===== src/rtl/fp_issue_sched.sv =====
// Issue/writeback scheduler for the FP unit: FMA pipe, single-cycle ops and one iterative divider share one writeback port.
// Optional perf counters (stall_cnt, div_wait_cnt) are built when FP_ISSUE_SCHED_PERF_EN is defined.
module fp_issue_sched #(
  parameter int FMA_LAT = 4,
  parameter int TAG_W   = 5
) (
  input  logic             clock,
  input  logic             rst_n,
  input  logic             clear,
  input  logic             req_valid,
  output logic             req_ready,
  input  logic [1:0]       req_class,
  input  logic [TAG_W-1:0] req_tag,
  output logic             unit_start,
  input  logic             div_ready,
  output logic             div_ack,
  output logic             wb_valid,
  output logic [TAG_W-1:0] wb_tag,
  output logic [1:0]       wb_class,
  output logic             busy
`ifdef FP_ISSUE_SCHED_PERF_EN
  ,
  output logic [31:0]      stall_cnt,
  output logic [31:0]      div_wait_cnt
`endif
);

  localparam logic [1:0] CLS_SINGLE = 2'd0;
  localparam logic [1:0] CLS_FMA    = 2'd1;
  localparam logic [1:0] CLS_DIV    = 2'd2;

  typedef struct packed {
    logic             vld;
    logic [TAG_W-1:0] tag;
  } stage_t;

  // Stages 1..FMA_LAT-1; the final stage is the writeback register itself.
  stage_t [FMA_LAT-1:1] sr;
  logic                 div_busy;
  logic [TAG_W-1:0]     div_tag;

  logic is_fma, is_div, is_single, accept, fma_due, single_acc, div_sel, any_sr;

  always_comb begin
    is_fma    = (req_class == CLS_FMA);
    is_div    = (req_class == CLS_DIV);
    is_single = !is_fma && !is_div;
    fma_due   = sr[FMA_LAT-1].vld;
    req_ready = 1'b0;
    if (rst_n && !clear) begin
      if (is_fma)      req_ready = 1'b1;
      else if (is_div) req_ready = !div_busy;
      else             req_ready = !fma_due;
    end
    accept     = req_valid & req_ready;
    unit_start = accept;
    single_acc = accept & is_single;
    // Divider only takes the port when nothing higher-priority lands next cycle.
    div_sel    = div_ready & div_busy & ~div_ack & ~fma_due & ~single_acc;
    any_sr     = 1'b0;
    for (int k = 1; k < FMA_LAT; k++) any_sr |= sr[k].vld;
    busy       = any_sr | wb_valid | div_busy;
  end

  always_ff @(posedge clock or negedge rst_n) begin
    if (!rst_n) begin
      sr <= '0;
    end else if (clear) begin
      sr <= '0;
    end else begin
      sr[1].vld <= accept & is_fma;
      sr[1].tag <= req_tag;
      for (int k = 2; k < FMA_LAT; k++) sr[k] <= sr[k-1];
    end
  end

  always_ff @(posedge clock or negedge rst_n) begin
    if (!rst_n) begin
      wb_valid <= 1'b0;
      wb_tag   <= '0;
      wb_class <= '0;
      div_ack  <= 1'b0;
    end else if (clear) begin
      wb_valid <= 1'b0;
      div_ack  <= 1'b0;
    end else begin
      wb_valid <= fma_due | single_acc | div_sel;
      div_ack  <= div_sel;
      if (fma_due) begin
        wb_tag   <= sr[FMA_LAT-1].tag;
        wb_class <= CLS_FMA;
      end else if (single_acc) begin
        wb_tag   <= req_tag;
        wb_class <= CLS_SINGLE;
      end else if (div_sel) begin
        wb_tag   <= div_tag;
        wb_class <= CLS_DIV;
      end
    end
  end

  // div_busy stays set through the ack cycle so a new fdiv cannot overlap it.
  always_ff @(posedge clock or negedge rst_n) begin
    if (!rst_n) begin
      div_busy <= 1'b0;
      div_tag  <= '0;
    end else if (clear) begin
      div_busy <= 1'b0;
    end else if (accept && is_div) begin
      div_busy <= 1'b1;
      div_tag  <= req_tag;
    end else if (div_ack) begin
      div_busy <= 1'b0;
    end
  end

`ifdef FP_ISSUE_SCHED_PERF_EN
  always_ff @(posedge clock or negedge rst_n) begin
    if (!rst_n) begin
      stall_cnt    <= '0;
      div_wait_cnt <= '0;
    end else begin
      stall_cnt    <= stall_cnt + 32'(req_valid & ~req_ready);
      div_wait_cnt <= div_wait_cnt + 32'(div_ready & ~div_ack);
    end
  end
`endif

endmodule


===== config.mk =====
export PLATFORM = sky130hd
export DESIGN_NAME = fp_issue_sched
export DESIGN_NICKNAME = d
export VERILOG_FILES = /design/src/rtl/fp_issue_sched.sv
export SDC_FILE = /design/constraint.sdc
export NUM_CORES = 1
export LEC_CHECK = 0
export CAP_MARGIN = 20
export CORE_MARGIN = 2
export CORE_UTILIZATION = 49
export DETAILED_ROUTE_END_ITERATION = 12
export GPL_TIMING_DRIVEN = 0
export PLACE_DENSITY = 0.75
export SETUP_SLACK_MARGIN = 0.1
export SLEW_MARGIN = 10
export SYNTH_ARGS = -nofsm -noshare
export SYNTH_HDL_FRONTEND = slang
export SYNTH_SLANG_ARGS = --single-unit
export TNS_END_PERCENT = 20

===== constraint.sdc =====
create_clock -name clock -period 2.3 [get_ports clock]
set_input_delay 0.23 -clock clock [delete_from_list [all_inputs] [get_ports clock]]
set_output_delay 0.23 -clock clock [all_outputs]
set_load 0.1 [all_outputs]

; Word level (Yosys, flattened, before mapping)
; Index checks and enable logic that the tools add are counted.
[word_totals]
reg_bits = 33
latch_bits = 0
ramBits = 0
rom_bits = 0
in_bits = 12
output_inout_bits = 12
word_cells = 58
memories = 0
[op_classes]
addsub = 0
multipliers = 0
n_div = 0
magnitude_cmp = 0
eq_ne = 2
n_shift = 0
n_mux = 15
n_bitwise = 17
n_reduce_logical = 12
[ops]
columns = cell, n
row1 = $mux 18, 1
row2 = $mux 5, 3
row3 = $mux 1, 8
row4 = $and 1x1->1, 7
row5 = $mux 2, 3
row6 = $or 1x1->1, 6
row7 = $reduce_bool 3->1, 2
row8 = $logic_not 1->1, 5
row9 = $not 1->1, 4
row10 = $reduce_and 2->1, 2
row11 = $logic_and 1x1->1, 3
row12 = $eq 2x1->1 const B, 1
row13 = $eq 2x2->1 const B, 1

; Depth between registers and ports, before layout
; Gate-level depths: netlist of the first run.
[depth]
depth_word = 11
depth_mapped = 7
depth_no_buf = 6

; Least setup slack after synthesis of the first run
; OpenSTA, ideal clock, no wires.
[synth_path]
path_kind = input port to output port
startpoint = input port req_class[0]
endpoint = output port unit_start
arrival_time_ns = 2.335
required_ns = 2.070
path_slack_ns = -0.265
path_stages = 5
n_path_buf = 0
cell_sequence = inv_1 -> ha_1 -> mux2i_1 -> o21a_1 -> and2_1
[synth_between]
elab_chain_cells = 5
elab_cells_between_ends = 6
classes_between = 2 x eq/ne / 3 x mux / 1 x bitwise
[synth_rtl]
columns = element, line
row1 = "start, declared", 12  ; input logic [1:0] req_class,
row2 = $eq 2x2->1, 46  ; is_div = (req_class == CLS_DIV);
row3 = $mux 1, 52  ; else if (is_div) req_ready = !div_busy;
row4 = $mux 1 *, 51  ; if (is_fma) req_ready = 1'b1;
row5 = $mux 1 *, 50  ; if (rst_n && !clear) begin
row6 = net req_ready, 11  ; output logic req_ready,
row7 = $and 1x1->1 *, 55  ; accept = req_valid & req_ready;
row8 = "end, declared", 14  ; output logic unit_start,
; Mark *: on every way through the listed nets, which the timed path passes. The rest lies on a longest branch.

; Worst setup path in the final report of the first run
[layout_path]
startpoint = input port req_class[0]
endpoint = output port req_ready
[layout_between]
elab_chain_cells = 4
elab_cells_between_ends = 5
classes_between = 2 x eq/ne / 3 x mux
[layout_rtl]
columns = element, line
row1 = $eq 2x2->1, 46
row2 = $mux 1, 52
row3 = $mux 1 *, 51
row4 = $mux 1 *, 50
row5 = "end, declared", 11
; Every way passes the cells marked *; elsewhere a longest branch is shown, timed or not.

==> results.txt, run 1 <==
pin count of the biggest net entering global routing = 34
Sw Pwr = 0.532 mW
top cells by area, synth = dfrtp_1 (61%), nor2b_1 (10%), mux2_2 (4.1%), a21oi_1 (3.7%), a22o_1 (3.2%)
Power Density = 829 nW/um2
Die Height = 56.8 um
CTS sink cnt = 33
Mapped Avg Cell Area = 12.2 um2
LEAKAGE = 0.789 nW
Residual DRC = 0
clk_lat worst skew = 330 ps
library cells used by synthesis = 28
port bufs = 23
Post-synth top cells = dfrtp_1 (33), nor2b_1 (22), a21oi_1 (10), inv_1 (6)
Via-to-Cell Ratio = 5.33
clock root buffer master = clkbuf_4
worst reg-to-reg path cell count = 5
Row Count = 19
xor/xnor share of the synthesized area = 0
CTS Buffer Depth = 2
most frequent cell after synthesis = dfrtp_1
crit end category = primary output
Max IR drop VDD = 0.654 mV
asr flop ratio synth = 1.00
first-pass GRT wire length = 4.60 mm
MaxCap Viol Count = 0
compound-gate portion of the synthesized area = 0.111
post-synthesis mux area share = 0.0486
Die Span X = 56.8 um
TritonRoute pass-1 iters = 4
initial antenna violation count = 0
RePlAce Congestion = 0.785
Die ar. = 3220 um2
Layout Nets = 158
GRT Overall Usage = 0.194
final hold violation count = 0
Rel. slew slack = 0.348
Clk pwr share = 0.210
hpwl dp = 1.76 mm
area occupied by registers = 826 um2
total wire length = 2.65 mm
DRT antenna net count = 0
Simple-Gate Fraction of Synth Area = 0.180
area of the multi-input gates = 490 um2
WL/cell = 15.1 um
Clock Skew = 14.6 ps
kind of critical path = input pin to primary output
Initial Util = 0.503
sequential area share after synthesis = 0.606
power share of the combinational group = 0.316
Syn Nets = 126
part of the power in registers = 0.474
routed vias = 938
CTS tree = built
Synth Area in Adders = 0.0183
Post-synth top flop = dfrtp_1
fmax = 458 MHz
Cells after Synth = 112
RSZ-0062 raised after global routing = true
# IOs = 24
Worst Tran Pin Value = 975 ps
internal power component = 0.886 mW
sw frac = 0.375
worst hold path type = input pin to async pin
yosys warns = 0
fillers = 244
final setup violation count = 0
Final min period = 2180 ps
core box area = 2710 um2
EDFF count, synth = 0
Period Utilization, post-route = 0.950
top cell type by total area after synthesis = dfrtp_1
H-Tree Level Count = 2
Worst EP required = 2070 ps
Clock transition at path regs = 110 ps
post-synthesis cell area = 1360 um2
cts bufs inserted = 5
Area Growth Syn to Fin = 25.5%
area share of the largest cell type after synthesis = 0.606
Arr. time, crit path = 1950 ps
vias in the first global route = 935
combinational family with the most area after synthesis = simple AND/OR/NAND/NOR gates
setup_tns = 0 ps
CP Max Fanout = 3
Slew Viols, Final = 0
hold slack = 398 ps
Startpoint Class = input pin
final antenna diode count = 0
layout cell share with drive strength beyond 1 = 0.207
register bit total from synthesis = 33
initial drt markers = 28
grt ovf = 0
status = finished clean
-- routing by layer --
layer / vias to the layer above / track usage / wire [um]
met5: - / 0 / 0
met4: 0 / 0.0897 / 46
met3: 6 / 0.0507 / 126
met2: 27 / 0.286 / 1200
met1: 461 / 0.269 / 1270
li1: 444 / - / -
-- metrics by stage --
step	worst slack [ps]	power (mW)	cells	util	instance area, um2
3_3_place_gp	-1390	1.13	166	0.603	1640
4_1_cts	118	1.44	176	0.631	1710
6_report	115	1.42	176	0.632	1710
3_5_place_dp	-573	1.13	166	0.602	1630
2_1_floorplan	313	1.01	112	-	1370
5_1_grt	62.2	1.48	176	0.632	1710
-- logic make-up after synthesis --
kind of cell / Yosys count
simple gates: 38
flops: 33
compound gates: 22
buf+inv: 11
mux: 6
fa+ha+maj: 2
-- placed cells by master, fill, tap and decap left out, types with 2 or more instances in the layout --
master / instances
a21oi_1: 10
a22o_1: 5
and2b_2: 2
clkbuf_1: 4
clkbuf_4: 6
clkdlybuf4s15_2: 2
clkdlybuf4s50_1: 19
clkinv_2: 2
dfrtp_1: 33
ha_1: 2
inv_1: 6
mux2_2: 5
nor2_1: 2
nor2b_1: 22
or3_2: 4
-- area by class of cell --
type	instances	area share
inverters	6	0.0132
well taps	31	0.0227
clock inverters	2	0.00585
flip-flops and latches	33	0.482
repair buffers	25	0.149
multi-input cells	68	0.287
clock buffers	6	0.0241
plain buffers	5	0.0161
-- flip-flops by register name (all words and copies together), names as in the netlist --
signal	count
div_busy	1
sr	17
wb_tag	5
wb_valid	1
div_tag	5
div_ack	1
fma_due	1
wb_class	2
-- critical path, stage by stage --
cell and delay, ps:
clkdlybuf4s50_1 500, inv_1 50, ha_1 220, mux2i_1 230, o21a_2 170, clkdlybuf4s15_2 550
-- power by group through the flow --
stage	sequential [mW]	clock, mW	combinational (mW)
6_report	0.672	0.298	0.449
5_1_grt	0.679	0.337	0.467
4_1_cts	0.672	0.315	0.451
3_5_place_dp	0.683	0	0.446
3_3_place_gp	0.682	0	0.443
2_1_floorplan	0.901	0	0.104
-- what timing repair did --
item | in CTS | in global routing
hold endpoints to repair | 33 | 0
setup buffers | 0 | 0
hold buffers | 2 | 0
gates resized for setup | 11 | 1
endpoints found under the setup margin | 3 | 3
-- path summary, 6_finish.rpt --
| path | startpoint | slack, ps | to |
|---|---|---|---|
| worst max register to register | fma_due$_DFF_PN0_ | 640 | wb_tag[4]$_DFFE_PN0P_ |
| worst min-delay path | rst_n | 400 | div_ack$_DFF_PN0_ |
| min in group clock | sr[9]$_DFF_PN0_ | 460 | sr[15]$_DFF_PN0_ |
| worst max-delay path | req_class[0] | 120 | req_ready |
| worst min register to register | sr[9]$_DFF_PN0_ | 460 | sr[15]$_DFF_PN0_ |
| max in group asynchronous | rst_n | 1720 | sr[6]$_DFF_PN0_ |
Note: power is estimated with default switching activity, not from simulation.
==> inputs of run 2 (changes only) <==
--- a/config.mk
+++ b/config.mk
@@ -9,8 +9,8 @@
 export CORE_MARGIN = 2
 export CORE_UTILIZATION = 49
 export DETAILED_ROUTE_END_ITERATION = 12
+export DONT_BUFFER_PORTS = 1
 export GPL_TIMING_DRIVEN = 0
-export PLACE_DENSITY = 0.75
 export SETUP_SLACK_MARGIN = 0.1
 export SLEW_MARGIN = 10
 export SYNTH_ARGS = -nofsm -noshare
==> results.txt, run 2 (synthesized netlist as in run 1, its figures left out) <==
kind of critical path = flip-flop to primary output
Die ar. = 3220 um2 (unchanged)
CP Max Fanout = 6 (+3)
Final Non-Filler Cells = 153 (-13%)
grt ovf = 0 (unchanged)
crit-path max cell delay = 480 ps (-70 ps)
Worst EP required = 2070 ps (about the same)
Row Count = 19 (unchanged)
Clock Skew = 9.62 ps (-4.94 ps)
layout cell share with drive strength beyond 1 = 0.230 (+0.0226)
Crit-path slowest cell = dfrtp_1
total power draw = 1.41 mW (-0.87%)
RePlAce Congestion = 0.664 (-15%)
fillers = 232 (-4.9%)
Power Density = 928 nW/um2 (+12%)
Crit path buffers/inverters = 0 (-3)
fmax = 480 MHz (+5.0%)
Biggest register = sr
first-pass GRT wire length = 4.48 mm (-2.5%)
Startpoint Class = flip-flop
core box area = 2710 um2 (unchanged)
TritonRoute pass-1 iters = 3 (-1)
LEAKAGE = 0.711 nW (-9.9%)
setup_tns = 0 ps (unchanged)
post-CTS setup buffer count = 0 (unchanged)
crit-path cells = mux2i_1 > o21a_4 > and2_4
clock root buffer master = clkbuf_4
hold slack = 27.1 ps (-371 ps)
status = finished clean
placed cells = 143 (-14%)
DRT antenna net count = 0 (unchanged)
Setup WS post-layout = 218 ps (+103 ps)
WL/cell = 17.1 um (+14%)
Finished Core Util = 0.559 (-0.0725)
initial antenna violation count = 0 (unchanged)
clk_lat worst skew = 330 ps (about the same)
worst hold path type = input pin to flip-flop
Layout Nets = 135 (-15%)
initial drt markers = 3 (-89%)
Via-to-Cell Ratio = 5.45 (+2.3%)
commonest non-fill, non-tap cell in the layout = dfrtp_1
cts bufs inserted = 5 (unchanged)
placed cell area = 1410 um2 (-14%)
routed vias = 834 (-11%)
most frequent cells in the layout = dfrtp_1 (33), nor2b_1 (22), a21oi_1 (10), inv_1 (6)
port bufs = 0 (-100%)
Die Span X = 56.8 um (unchanged)
Slew Viols, Final = 0 (unchanged)
area of the multi-input gates = 500 um2 (+2.0%)
MaxCap Viol Count = 0 (unchanged)
pin count of the biggest net entering global routing = 34 (unchanged)
final setup violation count = 0 (unchanged)
vias in the first global route = 908 (-2.9%)
Rel. slew slack = 0.370 (+0.0218)
H-Tree Level Count = 2 (unchanged)
Max IR drop VDD = 0.544 mV (-17%)
RSZ-0062 raised after global routing = false
final hold violation count = 0 (unchanged)
# IOs = 24 (unchanged)
Final min period = 2080 ps (-103 ps)
Clock transition at path regs = 110 ps (about the same)
fin area = 1520 um2 (-11%)
Place WS = 161 ps (+735 ps)
CTS Buffer Depth = 2 (unchanged)
area occupied by registers = 826 um2 (unchanged)
Die Height = 56.8 um (unchanged)
Initial Util = 0.503 (unchanged)
Worst Tran Pin Value = 945 ps (-29.6 ps)
total wire length = 2.62 mm (-1.3%)
Top Registers = sr: 17 flops, div_tag: 5 flops, wb_tag: 5 flops
Residual DRC = 0 (unchanged)
Arr. time, crit path = 1850 ps (-100 ps)
Period Utilization, post-route = 0.905 (-0.0449)
GRT Overall Usage = 0.191 (-0.00300)
CTS tree = built
kind of cell adding the most delay to the critical path = flip-flops
crit end category = primary output
Area Growth Syn to Fin = 11.1%
max FFs per register = 17 (unchanged)
CTS sink cnt = 33 (unchanged)
final antenna diode count = 0 (unchanged)
hpwl dp = 1.70 mm (-3.1%)
run 2: final cells by class:
cell class | count | share of cell area
Tap cell | 31 | 0.0256
Inverter | 6 | 0.0149
Buffer | 5 | 0.0182
Sequential cell | 33 | 0.545
Timing Repair Buffer | 2 | 0.0198
Clock inverter | 1 | 0.00330
Clock buffer | 7 | 0.0429
Multi-Input combinational cell | 68 | 0.330
run 2: final timing paths:
| path | from | slack (ps) | endpoint | cells after the start |
|---|---|---|---|---|
| setup / recovery | fma_due$_DFF_PN0_ | 220 | unit_start | 3 |
| max in group asynchronous | rst_n | 1800 | div_tag[0]$_DFFE_PN0P_ | 2 |
| min in group asynchronous | rst_n | 320 | sr[11]$_DFF_PN0_ | 2 |
| setup reg to reg | fma_due$_DFF_PN0_ | 380 | div_tag[2]$_DFFE_PN0P_ | 4 |
| hold reg to reg | sr[4]$_DFF_PN0_ | 470 | sr[10]$_DFF_PN0_ | 1 |
| hold / removal | req_tag[4] | 30 | sr[4]$_DFF_PN0_ | 1 |
run 2: repair_timing:
item / CTS / global route
hold endpoints to repair: 33 / 0
endpoints found under the setup margin: 2 / 6
resized for setup: 2 / 1
gates cloned: 0 / 0
hold buffers: 2 / 0
run 2: routing by layer:
layer | global-route usage | vias up | wire [um]
li1 | - | 399 | -
met1 | 0.253 | 410 | 1210
met2 | 0.286 | 17 | 1240
met3 | 0.0599 | 8 | 107
met4 | 0.0897 | 0 | 58
met5 | 0 | - | 0
run 2: power by group:
group          internal (mW)  total, mW  switching [mW]  leakage, nW
registers              0.637      0.901           0.264        0.432
logic                 0.0614      0.133          0.0719        0.238
clock network          0.177      0.372           0.195       0.0413
run 2: worst reg2reg max path, delay by kind of cell (launching register included):
kind | cells | cell delay, ps
simple gates | 1 | 330
mux | 2 | 630
compound gates | 1 | 370
flops | 1 | 480
